**config.mk**
```make
export PLATFORM = sky130hd
export DESIGN_NAME = mem_access_unit
export DESIGN_NICKNAME = d
export VERILOG_FILES = /design/src/rtl/mem_access_unit.sv
export SDC_FILE = /design/constraint.sdc
export NUM_CORES = 1
export LEC_CHECK = 0
export CORE_UTILIZATION = 31
export DETAILED_ROUTE_END_ITERATION = 7
export PLACE_DENSITY = 0.91
export RECOVER_POWER = 100
export SYNTH_ARGS = -nofsm -noshare
export SYNTH_HDL_FRONTEND = slang
export SYNTH_SLANG_ARGS = --single-unit
```
**constraint.sdc**
```tcl
create_clock -name clk -period 1.5 [get_ports clk]
set_clock_uncertainty 0.05 [all_clocks]
set_input_delay 0.15 -clock clk [delete_from_list [all_inputs] [get_ports clk]]
set_output_delay 0.15 -clock clk [all_outputs]
set_load 0.02 [all_outputs]
```
**src/rtl/mem_access_unit.sv**
```systemverilog
// rtl/mem_access_unit.sv - memory-stage load/store controller with stall and MEM/WB register
//
// Purpose: takes the EX/MEM pipeline register outputs and runs the load or store
//   against a variable-latency data memory (memReq/memReady handshake). While an
//   access is outstanding it raises stall. It selects the writeback value and
//   registers it into the MEM/WB outputs.
//
// Optional feature: MEM_TIMEOUT_EN
//   Defined: a BUSY access with no memReady for TIMEOUT_CYCLES request cycles is
//     aborted and the sticky memErr flag is set.
//   Undefined: BUSY waits indefinitely and memErr is tied to 0.
//
// Ports:
//   clk, reset                   clock (rising edge), asynchronous active-low reset
//   regWrEn, memWrEn             EX/MEM register-write and memory-write enables
//   isLoad, isStore              EX/MEM instruction class; load wins if both set
//   mulSel                       writeback select: 00 aluOut, 01 read data, 10 PC, 11 zero
//   regWrAddr                    destination register
//   aluOut, PC, dataIn           address / ALU result, link PC, store data
//   memReq, memWe                memory request and write strobe
//   memAddr, memWrData           memory address and write data
//   memReady, memRdData          memory completion and read data
//   stall                        holds the upstream pipeline registers
//   wbEn, wbAddr, wbData         registered MEM/WB outputs
//   memErr                       sticky timeout error

module mem_access_unit #(
  parameter int BIT_WIDTH      = 32,
  parameter int TIMEOUT_CYCLES = 16
) (
  input  logic                 clk,
  input  logic                 reset,
  input  logic                 regWrEn,
  input  logic                 memWrEn,
  input  logic                 isLoad,
  input  logic                 isStore,
  input  logic [1:0]           mulSel,
  input  logic [3:0]           regWrAddr,
  input  logic [BIT_WIDTH-1:0] aluOut,
  input  logic [BIT_WIDTH-1:0] PC,
  input  logic [BIT_WIDTH-1:0] dataIn,
  output logic                 memReq,
  output logic                 memWe,
  output logic [BIT_WIDTH-1:0] memAddr,
  output logic [BIT_WIDTH-1:0] memWrData,
  input  logic                 memReady,
  input  logic [BIT_WIDTH-1:0] memRdData,
  output logic                 stall,
  output logic                 wbEn,
  output logic [3:0]           wbAddr,
  output logic [BIT_WIDTH-1:0] wbData,
  output logic                 memErr
);

  if (TIMEOUT_CYCLES < 2) begin : gBadTimeout
    $error("mem_access_unit: TIMEOUT_CYCLES must be at least 2");
  end

  typedef enum logic {IDLE = 1'b0, BUSY = 1'b1} state_t;

  state_t               state;
  state_t               nextState;
  logic                 acc;
  logic                 reqRaw;
  logic                 abort;
  logic [BIT_WIDTH-1:0] wbMux;

  assign acc       = isLoad | (isStore & memWrEn);
  assign memWe     = isStore & memWrEn & ~isLoad;
  assign memAddr   = aluOut;
  assign memWrData = dataIn;

`ifdef MEM_TIMEOUT_EN
  localparam int             CW      = $clog2(TIMEOUT_CYCLES);
  // The IDLE cycle that launched the access is the first request cycle, so the
  // abort fires on the BUSY cycle whose incremented count would hit TIMEOUT_CYCLES-1.
  localparam logic [CW-1:0]  TO_LAST = CW'(TIMEOUT_CYCLES - 2);

  logic [CW-1:0] toCnt;
`endif

  always_comb begin
    nextState = state;
    reqRaw    = 1'b0;
    abort     = 1'b0;
    if (state == IDLE) begin
      reqRaw = acc;
      if (acc && !memReady) nextState = BUSY;
    end else begin
      reqRaw = 1'b1;
      if (memReady) begin
        nextState = IDLE;
      end
`ifdef MEM_TIMEOUT_EN
      else if (toCnt == TO_LAST) begin
        abort     = 1'b1;
        nextState = IDLE;
      end
`endif
    end
  end

  // Gated by reset so nothing is requested while the unit is held in reset,
  // even though IDLE would otherwise follow acc.
  assign memReq = reqRaw & reset & ~abort;
  assign stall  = memReq & ~memReady;

  always_ff @(posedge clk or negedge reset) begin
    if (!reset) state <= IDLE;
    else        state <= nextState;
  end

  always_comb begin
    wbMux = '0;
    case (mulSel)
      2'b00:   wbMux = aluOut;
      2'b01:   wbMux = memRdData;
      2'b10:   wbMux = PC;
      default: wbMux = '0;
    endcase
  end

  // A stalled or aborted cycle inserts a bubble; address/data hold.
  always_ff @(posedge clk or negedge reset) begin
    if (!reset) begin
      wbEn   <= 1'b0;
      wbAddr <= '0;
      wbData <= '0;
    end else if (stall || abort) begin
      wbEn   <= 1'b0;
    end else begin
      wbEn   <= regWrEn;
      wbAddr <= regWrAddr;
      wbData <= wbMux;
    end
  end

`ifdef MEM_TIMEOUT_EN
  always_ff @(posedge clk or negedge reset) begin
    if (!reset)                 toCnt <= '0;
    else if (nextState == IDLE) toCnt <= '0;
    else if (state == BUSY)     toCnt <= toCnt + CW'(1);
  end

  always_ff @(posedge clk or negedge reset) begin
    if (!reset)     memErr <= 1'b0;
    else if (abort) memErr <= 1'b1;
  end
`else
  assign memErr = 1'b0;
`endif

endmodule

```
Word level (Yosys, flattened, before mapping):

Index checks and enable logic that the tools add are counted.

* output and inout port bits: 105
* input port bits: 141
* register bits after elaboration: 38

* eq/ne operators: 2
* reduce and logical (&&, ||, !) cells: 3
* bitwise gates (word level): 7
* multiplexer cells: 6

Operator list (count)
* $pmux 32 s3: 1
* $mux 1: 5
* $and 1x1->1: 4
* $eq 2x1->1 const B: 1
* $eq 2x2->1 const B: 1
* $logic_not 2->1: 1
* $not 1->1: 2
* $logic_and 1x1->1: 1
* $logic_not 1->1: 1
* $or 1x1->1: 1

Logic depth before layout (Yosys ltp):

Gate-level depths: netlist of run 1.

* word-level depth: 6
* depth in mapped cells: 6

Worst setup path before layout of run 1:

No wires, ideal clock.

* path type: reg2reg
* start point: register state
* end point: register wbAddr[0]
* buffers on the path: 2
* path slack: 0.111 ns
* period minus slack after synthesis: 1.389 ns
* library setup time: 0.125 ns
* data arrival time: 1.214 ns
* required time: 1.325 ns
* cell stages (with the launch flop): 6
* path through: dfrtp_1 -> a211oi_2 -> nor3b_2 -> buf_6 -> buf_6 -> mux2_4

* word-level cells in the longest chain between the ends: 3

Ends and longest elaborated chain
* from (decl): RTL line 61 `state_t state;`
* from (signal assigned): RTL line 110 `else state <= nextState;`
* $mux 1: RTL line 86 `if (state == IDLE) begin`
* $and 1x1->1: RTL line 105 `assign memReq = reqRaw & reset & ~abort;`
* $and 1x1->1: RTL line 106 `assign stall = memReq & ~memReady;`
* to (signal assigned): RTL line 133 `wbAddr <= regWrAddr;`
* to (decl): RTL line 50 `output logic [3:0] wbAddr,`

Every way passes these cells.
A chain may end at the register's enable or synchronous reset.

Worst setup path in the final report of run 1:

* start point: register state
* end point: register wbData[12]

* word-level cells in the longest chain between the ends: 3

Ends and longest elaborated chain
* $mux 1: RTL line 86
* $and 1x1->1: RTL line 105
* $and 1x1->1: RTL line 106
* to (signal assigned): RTL line 134 `wbData <= wbMux;`
* to (decl): RTL line 51 `output logic [BIT_WIDTH-1:0] wbData,`

Every way passes these cells.

==> results.yml, run 1 <==
run_status:
  outcome: "finished with violations"
  violations: "setup timing"
sta:
  setup_viol: 37
  setup_slack_ps: -164
  rsz0062_at_grt: "yes"
  worst_pin_slew_ps: 560
  slew_headroom: 0.626
  finalCritPeriodShare: 1.11
  finalMaxSlewViolations: 0
  hold_slack_ps: 250
  hold_violations: 0
  setup_tns_ps: -4900
  min_period_ps: 1660
  max_freq_mhz: 601
global_route:
  overflow: 0
  grt_pass1_vias: 2368
  grt_usage: 0.170
  grt_max_degree: 39
  antenna_found_initial: 0
  grt_first_pass_wirelength_um: 11500
routing:
  firstDrtPassIters: 4
  wl_um: 8330
  via_per_inst: 4.83
  vias: 2231
  antenna_left: 0
  drtIter0Drc: 45
  drc: 0
  wl_per_cell_um: 18.0
critical_path:
  path_class: "reg2reg"
  rr_endpoint: "wbData[12]"
  slowest_stage: "dfrtp_1"
  worst-path-max-fanout: 8
  max_stage_delay_ps: 380
  reg2reg_depth: 6
  crit_path_cell_trace: "a211oi_4 -> buf_12 -> nor3b_4 -> buf_6 -> clkbuf_16 -> mux2_4"
  worst_setup_path_start_kind: "register"
  r2r_setup_slack_ps: -160
  r2r-start: "state"
  critPathRequiredTime_ps: 1620
  crit_path_end_kind: "register"
  critPathArrivalTime_ps: 1780
cts:
  clock_path_buffers: 2
  cts_root_buffer: "clkbuf_8"
  cts_tree: "yes"
  clock_latency_ps: 280
  cts_max_level: 2
  cts_buffers: 5
  clk_pin_slew_ps: 80
  cts.sinks: 38
placement:
  portBuffers: 180
  gp_routability_congestion: 0.686
  dp_cells: 443
  dp_hpwl_um: 5750
pwr:
  ir_drop_mv: 0.319
  power_density_mw_per_mm2: 749
  cellLeakagePower_nw: 2.18
final_layout:
  num-nets-final: 497
  layout-drive-gt1-share: 0.202
  diodes: 0
  instances_no_fill: 462
  area_growth_pct: 70.1
logic_synthesis:
  yosys_warnings: 0
  yosys_register_bits: 38
  ys_top_cells_by_area: "dfrtp_1 36%, buf_4 18%, mux2i_1 12%"
  synth_top_area_share: 0.356
  netlist_area_sq_mm: 0.00267
  synthDistinctLibCells: 17
  synth.largest_area_cell: "dfrtp_1"
  seq_area_frac_synth: 0.356
  synthesis.instances: 228
  syn_nets: 369
  synth_area_per_cell_sq_um: 11.7
floorplanning:
  initial_core_util: 0.322
  fp.coreArea_sq_mm: 0.00830
  io_pins: 246
  dieArea_sq_mm: 0.00900
  die_h_um: 94.9
  die_w_um: 94.9
  core.rowCount: 33
min_path:
  min-delay-start: "dataIn[0]"
  hold_class: "in2out"
  holdPathStages: 0
  hold_end: "memWrData[0]"
run:
  drv_cap: 0
[stage by stage]
| step | cell area (sq um) | utilization | setup slack (ps) | power [W] |
|---|---|---|---|---|
| 6_report | 4550 | 0.548 | -164 | 0.00341 |
| 3_5_place_dp | 4140 | 0.498 | -450 | 0.00247 |
| 5_1_grt | 4550 | 0.548 | -206 | 0.00357 |
| 3_3_place_gp | 4140 | 0.498 | -381 | 0.00244 |
| 2_1_floorplan | 2670 | - | 111 | 0.00194 |
| 4_1_cts | 4350 | 0.524 | -133 | 0.00340 |
[Yosys cell counts (all sizes together)]
| cell type | number |
|---|---|
| mux2i | 32 |
| nor3b | 1 |
| a211oi | 1 |
| dfrtp | 38 |
| nor2b | 2 |
| buf | 78 |
| mux2 | 36 |
| nand2 | 1 |
| o2bb2ai | 32 |
| nor2 | 2 |
| clkbuf | 3 |
| and2b | 1 |
| conb | 1 |
[cell families (layout without fill, tap and decap cells)]
group / count (synthesis) / after routing / share of synthesized area
muxes: 68 / 68 / 0.299
AOI/OAI and AO/OA: 33 / 33 / 0.109
DFF: 38 / 38 / 0.356
other: 1 / 1 / 0.00140
buffers and inverters: 81 / 209 / 0.218
and+or+nand+nor: 7 / 8 / 0.0164
[placed cells by master (no fill, tap or decap)]
cell type / n
clkdlybuf4s50_1: 150
dfrtp_1: 38
mux2_4: 35
mux2i_1: 32
o2bb2ai_1: 32
dlymetal6s2s_1: 22
buf_4: 8
buf_6: 7
clkbuf_8: 5
dlygate4sd2_1: 4
buf_12: 4
clkbuf_16: 3
nor2_1: 2
nor2b_4: 2
clkinv_2: 2
buf_2: 2
a211oi_4: 1
and2b_1: 1
nor3b_4: 1
nand2_1: 1
nor2b_1: 1
mux2_2: 1
conb_1: 1
bufinv_16: 1
dlygate4sd3_1: 1
[worst max-delay path by stage]
stage	from	to	slack, ps	depth (start not counted)
floorplan	state	wbAddr[0]	110	5
global placement	isStore	memReq	-380	4
detailed placement	isStore	memReq	-450	4
CTS	state	wbData[20]	-130	6
global route	state	wbData[0]	-210	6
finish	state	wbData[12]	-160	6
[power breakdown]
| part | internal, W | leakage (nW) | switching [W] | total [W] |
|---|---|---|---|---|
| logic | 0.000798 | 1.65 | 0.000541 | 0.00134 |
| registers | 0.00114 | 0.469 | 0.0000648 | 0.00120 |
| clock network | 0.000490 | 0.0579 | 0.000378 | 0.000868 |
| total | 0.00242 | 2.18 | 0.000983 | 0.00341 |
[layer usage]
layer / wire length, um / global-route usage
met5: 0 / 0
met4: 103 / 0.0455
met3: 657 / 0.0467
met2: 4510 / 0.324
met1: 3060 / 0.181
[area by class of cell]
| class | count | area, sq um |
|---|---|---|
| fill | 683 | 3750 |
| timing repair buffer | 201 | 2130 |
| clock inverter | 3 | 40.0 |
| multi-input combinational | 110 | 1230 |
| tap | 105 | 131 |
| sequential | 38 | 951 |
| clock buffer | 5 | 68.8 |
[critical path, delay by kind of cell, from the launching register on]
| kind | cells | cell delay, ps |
|---|---|---|
| DFF | 1 | 380 |
| and+or+nand+nor | 1 | 270 |
| muxes | 1 | 300 |
| AOI/OAI and AO/OA | 1 | 60 |
| buffers and inverters | 3 | 480 |
[what timing repair did]
| item | 4_1_cts | 5_1_grt |
|---|---|---|
| cloned | 0 | 4 |
| buffers inserted | 4 | 2 |
| endpoints found under the hold margin | 38 | 0 |
| endpoints found under the setup margin | 37 | 58 |
| resized for setup | 26 | 37 |
| pin swaps | 1 | 1 |
| hold buffers | 1 | 0 |
[sequential cells by signal (all words and copies together) (netlist names)]
signal,cells
wbData,32
state,1
wbAddr,4
wbEn,1
No activity file was read; power rests on OpenSTA's default activity.
==> run 2, diff against run 1 <==
--- a/config.mk
+++ b/config.mk
@@ -5,9 +5,13 @@
 export SDC_FILE = /design/constraint.sdc
 export NUM_CORES = 1
 export LEC_CHECK = 0
-export CORE_UTILIZATION = 31
+export ABC_AREA = 1
+export ABC_CLOCK_PERIOD_IN_PS = 1500
+export CORE_AREA = 2 2 95 97
 export DETAILED_ROUTE_END_ITERATION = 7
-export PLACE_DENSITY = 0.91
+export DIE_AREA = 0 0 97 99
+export DONT_BUFFER_PORTS = 1
+export PLACE_DENSITY = 0.57
 export RECOVER_POWER = 100
 export SYNTH_ARGS = -nofsm -noshare
 export SYNTH_HDL_FRONTEND = slang
==> run 2 against run 1 <==
The run ends with hold timing left. Cell count down 8.2%. Clock power down 15%. Routed wire length down 6.0%. Synthesized cell count up 70%. Register-to-register slack better by 350 ps. Critical path depth down 1. Via count up 4.5%. Synthesized area up 5.1%. Critical path type is now reg2out. Critical endpoint is now stall.
==> results.yml, run 2 <==
cts:
  clk_pin_slew_ps: 80
  holdBufCountCts: 6
  cts_tree: "yes"
  cts_root_buffer: "clkbuf_8"
  clock_latency_ps: 280
  cts_max_level: 2
  cts.sinks: 38
  cts_resized: 0
  cts_buffers: 5
  clock_path_buffers: 2
  cts_setup_buffers: 0
floorplanning:
  initial_core_util: 0.329
  dieArea_sq_mm: 0.00960
  io_pins: 246
  fp.coreArea_sq_mm: 0.00855
  die_h_um: 99
  die_w_um: 97
  core.rowCount: 34
critical_path:
  critPathRequiredTime_ps: 1300
  rr_endpoint: "wbData[1]"
  worst-path-max-fanout: 4
  reg2reg_depth: 6
  crit_path_end_kind: "primary output"
  path_class: "reg2out"
  worst_setup_path_start_kind: "register"
  r2r_setup_slack_ps: 190
  r2r-start: "state"
  critPathArrivalTime_ps: 1150
logic_synthesis:
  synthDistinctLibCells: 13
  syn_nets: 529
  yosys_warnings: 0
  synth_xor_area_frac: 0
  synth_area_per_cell_sq_um: 7.24
  yosysMostFrequentCell: "nand2_1"
  netlist_area_sq_mm: 0.00281
  synth_compound_gate_area_share: 0
  synth_common_cells: "107 x nand2_1, 97 x nand3_1, 76 x buf_4, 38 x dfrtp_1, 36 x nand4_1"
  yosys.area_share.simple: 0.405
  synth_edf_count: 0
  synth_top_area_share: 0.338
  synthesis.instances: 388
  ys.flop_type: "dfrtp_1"
  synthAdderAreaFrac: 0
  seq_area_frac_synth: 0.338
  synth_mux_area_frac: 0
  synth.largest_area_cell: "dfrtp_1"
  synth_top_family_by_area: "simple AND/OR/NAND/NOR gates"
  yosys_register_bits: 38
  ys_top_cells_by_area: "dfrtp_1 34%, buf_4 20%, nand3_1 17%"
  async_flop_share: 1.00
placement:
  gp_routability_congestion: 0.747
  portBuffers: 0
  dp_hpwl_um: 5480
run_status:
  outcome: "finished with violations"
  violations: "hold timing"
global_route:
  grt_usage: 0.158
  antenna_found_initial: 0
  overflow: 0
  grt_first_pass_wirelength_um: 12200
  grt_max_degree: 77
  grt_pass1_vias: 2313
min_path:
  hold_class: "in2async"
final_layout:
  diodes: 0
  layout-drive-gt1-share: 0.0728
  final_common_cell: "nand2_1"
  fill_cells: 923
  num-nets-final: 456
  regMostFlops: "wbData"
  seqCellArea_sq_um: 951
  multiInputGateArea_sq_mm: 0.00115
  largest_register_ffs: 32
  reg.largest.list: "wbData: 32 flops, wbAddr: 4 flops"
  layout_common_cells: "107 x nand2_1, 96 x nand3_1, 38 x dfrtp_1, 36 x nand4_1"
  area_growth_pct: -11.2
routing:
  wl_per_cell_um: 18.5
  firstDrtPassIters: 4
  drtIter0Drc: 123
  vias: 2332
  wl_um: 7830
  via_per_inst: 5.50
  antenna_left: 0
  drc: 0
sta:
  min_period_ps: 1350
  setup_viol: 0
  hold_violations: 58
  rsz0062_at_grt: "no"
  finalCritPeriodShare: 0.901
  finalMaxSlewViolations: 0
  hold_slack_ps: -502
  slew_headroom: 0.592
  setup_tns_ps: 0
  max_freq_mhz: 740
  worst_pin_slew_ps: 611
run:
  drv_cap: 0
pwr:
  combPwrFrac: 0.146
  p_seq_frac: 0.552
  power_density_mw_per_mm2: 983
  switching_share: 0.331
  cellLeakagePower_nw: 1.23
  power_switching_w: 0.000813
  ir_drop_mv: 0.356
  p_int_w: 0.00164
  pwr-share-clk: 0.302
==> run 2: layout make-up <==
| cell class | instances | share of cell area |
|---|---|---|
| clock buffer | 7 | 0.0346 |
| multi-input combinational | 246 | 0.460 |
| inverter | 7 | 0.0105 |
| timing repair buffer | 17 | 0.0581 |
| clock inverter | 1 | 0.00201 |
| tap | 108 | 0.0541 |
| sequential | 38 | 0.381 |
==> run 2: power groups by stage <==
stage               sequential (W)  combinational, W  clock [W]
floorplan                  0.00134          0.000581          0
global placement           0.00138          0.000342          0
detailed placement         0.00137          0.000355          0
CTS                        0.00136          0.000368   0.000791
global route               0.00137          0.000411   0.000824
finish                     0.00136          0.000359   0.000740
==> run 2: cells by family after synthesis <==
kind of cell	count (synthesis)
and+or+nand+nor	245
buffers and inverters	104
DFF	38
other	1
==> run 2: through the flow <==
| stage | cell area (sq um) | setup slack, ps | power, W | utilization | cells |
|---|---|---|---|---|---|
| CTS | 2510 | 120 | 0.00252 | 0.293 | 424 |
| detailed placement | 2350 | 328 | 0.00173 | 0.275 | 410 |
| finish | 2500 | 148 | 0.00245 | 0.292 | 424 |
| floorplan | 2810 | 288 | 0.00193 | - | 388 |
| global placement | 2350 | 363 | 0.00172 | 0.275 | 410 |
| global route | 2500 | 24.8 | 0.00260 | 0.292 | 424 |
==> run 2: worst max-delay path by stage <==
| stage | startpoint | endpoint | slack [ps] | cells after the start |
|---|---|---|---|---|
| 2_1_floorplan | state | memReq | 290 | 6 |
| 3_3_place_gp | state | wbData[29] | 360 | 6 |
| 3_5_place_dp | state | wbData[30] | 330 | 6 |
| 4_1_cts | state | stall | 120 | 5 |
| 5_1_grt | state | wbData[4] | 20 | 6 |
| 6_report | state | stall | 150 | 5 |
==> run 2: critical path, stage by stage (launching register included) <==
cell     delay (ps)
dfrtp_1         360
nor2_1           80
nand2_1         110
nand3_2         110
inv_1            50
buf_2           150
==> run 2: routing by layer <==
metal,global-route usage,vias to the layer above,share of wire
li1,-,1083,-
met1,0.184,1096,0.40
met2,0.265,130,0.48
met3,0.0624,23,0.10
met4,0.0531,0,0.019
met5,0,-,0
==> run 3, diff against run 2 <==
--- a/config.mk
+++ b/config.mk
@@ -7,12 +7,15 @@
 export LEC_CHECK = 0
 export ABC_AREA = 1
 export ABC_CLOCK_PERIOD_IN_PS = 1500
+export CELL_PAD_IN_SITES_DETAIL_PLACEMENT = 1
+export CELL_PAD_IN_SITES_GLOBAL_PLACEMENT = 1
 export CORE_AREA = 2 2 95 97
 export DETAILED_ROUTE_END_ITERATION = 7
 export DIE_AREA = 0 0 97 99
 export DONT_BUFFER_PORTS = 1
-export PLACE_DENSITY = 0.57
+export PLACE_DENSITY = 0.76
 export RECOVER_POWER = 100
+export SLEW_MARGIN = 5
 export SYNTH_ARGS = -nofsm -noshare
 export SYNTH_HDL_FRONTEND = slang
 export SYNTH_SLANG_ARGS = --single-unit
==> run 3 against run 2 <==
The flow still finishes with violations (hold timing). Sequential cell count unchanged. First-iteration DRC count down 33%. Core utilization up 0.48 points. Sequential share of layout area down 0.62 points. Worst hold slack better by 8.1 ps. Fmax down 5.4%. Critical path type unchanged.
==> results.yml, run 3 (synthesis gave the netlist of run 2 again) <==
floorplanning:
  fp.coreArea_sq_mm: 0.00855
  io_pins: 246
  dieArea_sq_mm: 0.00960
  die_h_um: 99
  initial_core_util: 0.329
  core.rowCount: 34
  die_w_um: 97
placement:
  portBuffers: 0
  gp_routability_congestion: 0.761
  dp_hpwl_um: 5940
  dp_cells: 409
sta:
  setup_tns_ps: 0
  hold_violations: 58
  setup_viol: 0
  min_period_ps: 1430
  finalMaxSlewViolations: 0
  hold_slack_ps: -494
  max_freq_mhz: 700
  worst_pin_slew_ps: 618
  finalCritPeriodShare: 0.953
  slew_headroom: 0.588
cts:
  clock_path_buffers: 2
  cts_max_level: 2
  cts_root_buffer: "clkbuf_8"
  clock_latency_ps: 280
  clk_pin_slew_ps: 80
  holdBufCountCts: 6
  cts_buffers: 5
  cts.sinks: 38
  cts_tree: "yes"
final_layout:
  instances_no_fill: 424
  reg.largest.list: "wbData: 32 flops, wbAddr: 4 flops"
  area_growth_pct: -9.71
  layout-drive-gt1-share: 0.0759
  diodes: 0
  final_common_cell: "nand2_1"
  layout_common_cells: "106 x nand2_1, 96 x nand3_1, 38 x dfrtp_1, 36 x nand4_1, 7 x buf_4"
  fin_util: 0.297
  largest_register_ffs: 32
  regMostFlops: "wbData"
  num-nets-final: 456
pwr:
  power_density_mw_per_mm2: 967
  fin_total_pwr_w: 0.00245
  ir_drop_mv: 0.325
  cellLeakagePower_nw: 1.24
run_status:
  violations: "hold timing"
  outcome: "finished with violations"
routing:
  firstDrtPassIters: 4
  vias: 2375
  antenna_left: 0
  wl_um: 8340
  via_per_inst: 5.60
  drc: 0
  drtIter0Drc: 83
  wl_per_cell_um: 19.7
global_route:
  overflow: 0
  grt_first_pass_wirelength_um: 13500
  grt_usage: 0.172
  grt_pass1_vias: 2585
  antenna_found_initial: 0
  grt_max_degree: 77
critical_path:
  crit_path_end_kind: "primary output"
  critPathRequiredTime_ps: 1300
  worst_setup_path_start_kind: "register"
  path_class: "reg2out"
  critPathArrivalTime_ps: 1230
  worst-path-max-fanout: 3
run:
  drv_cap: 0
min_path:
  hold_class: "in2async"
==> run 3: changes by cell type in the layout (fill, tap and decap cells not counted), sizes merged <==
| cell | change |
|---|---|
| buf | +3 |
| clkbuf | -3 |
==> run 3: final timing paths <==
check / startpoint / endpoint / slack (ps) / cells past startpoint
min reg2reg: wbData[21] / wbData[21] / 610 / 2
min: reset / wbData[14] / -490 / 0
min in group clk: reset / wbData[21] / -30 / 2
max reg2reg: state / wbData[4] / 300 / 6
max: state / memReq / 70 / 6
max in group asynchronous: reset / wbData[7] / 1790 / 0
==> run 3: cell type report <==
type	instances	area (sq um)
inverter	7	26.3
clock inverter	1	5.00
multi-input combinational	246	1150
sequential	38	951
timing repair buffer	17	184
clock buffer	7	86.3
tap	108	135
fill	1068	6010
==> run 3: power by group <==
part	internal, W	total [W]	switching [W]
sequential	0.00113	0.00136	0.000225
combinational	0.000151	0.000380	0.000229
clock	0.000371	0.000717	0.000346
==> run 3: stage by stage <==
step	area, sq um	hold WS [ps]	setup slack, ps
after global placement	2370	-194	305
after floorplan	2810	-196	288
final	2540	-494	70.4
after global routing	2540	-517	-15.7
after detailed placement	2370	-194	278
after CTS	2530	-512	54.1
==> run 3: what timing repair did <==
action / 4_1_cts / 5_1_grt
resized for setup: 1 / 1
endpoints found under the hold margin: 76 / 65
buffers inserted: 1 / 0
setup endpoints to repair: 1 / 1
==> run 3: layer usage <==
| layer | vias up | share of wire | GRT usage |
|---|---|---|---|
| met5 | - | 0 | 0 |
| met4 | 0 | 0.020 | 0.0639 |
| met3 | 19 | 0.069 | 0.0369 |
| met2 | 119 | 0.49 | 0.294 |
| met1 | 1141 | 0.42 | 0.215 |
| li1 | 1096 | - | - |
==> run 3: critical path, stage by stage (launching register included) <==
cell and delay, ps:
dfrtp_1 360, nor2_1 110, nand2_2 100, buf_6 130, inv_1 70, nor2_1 40
buf_4 150
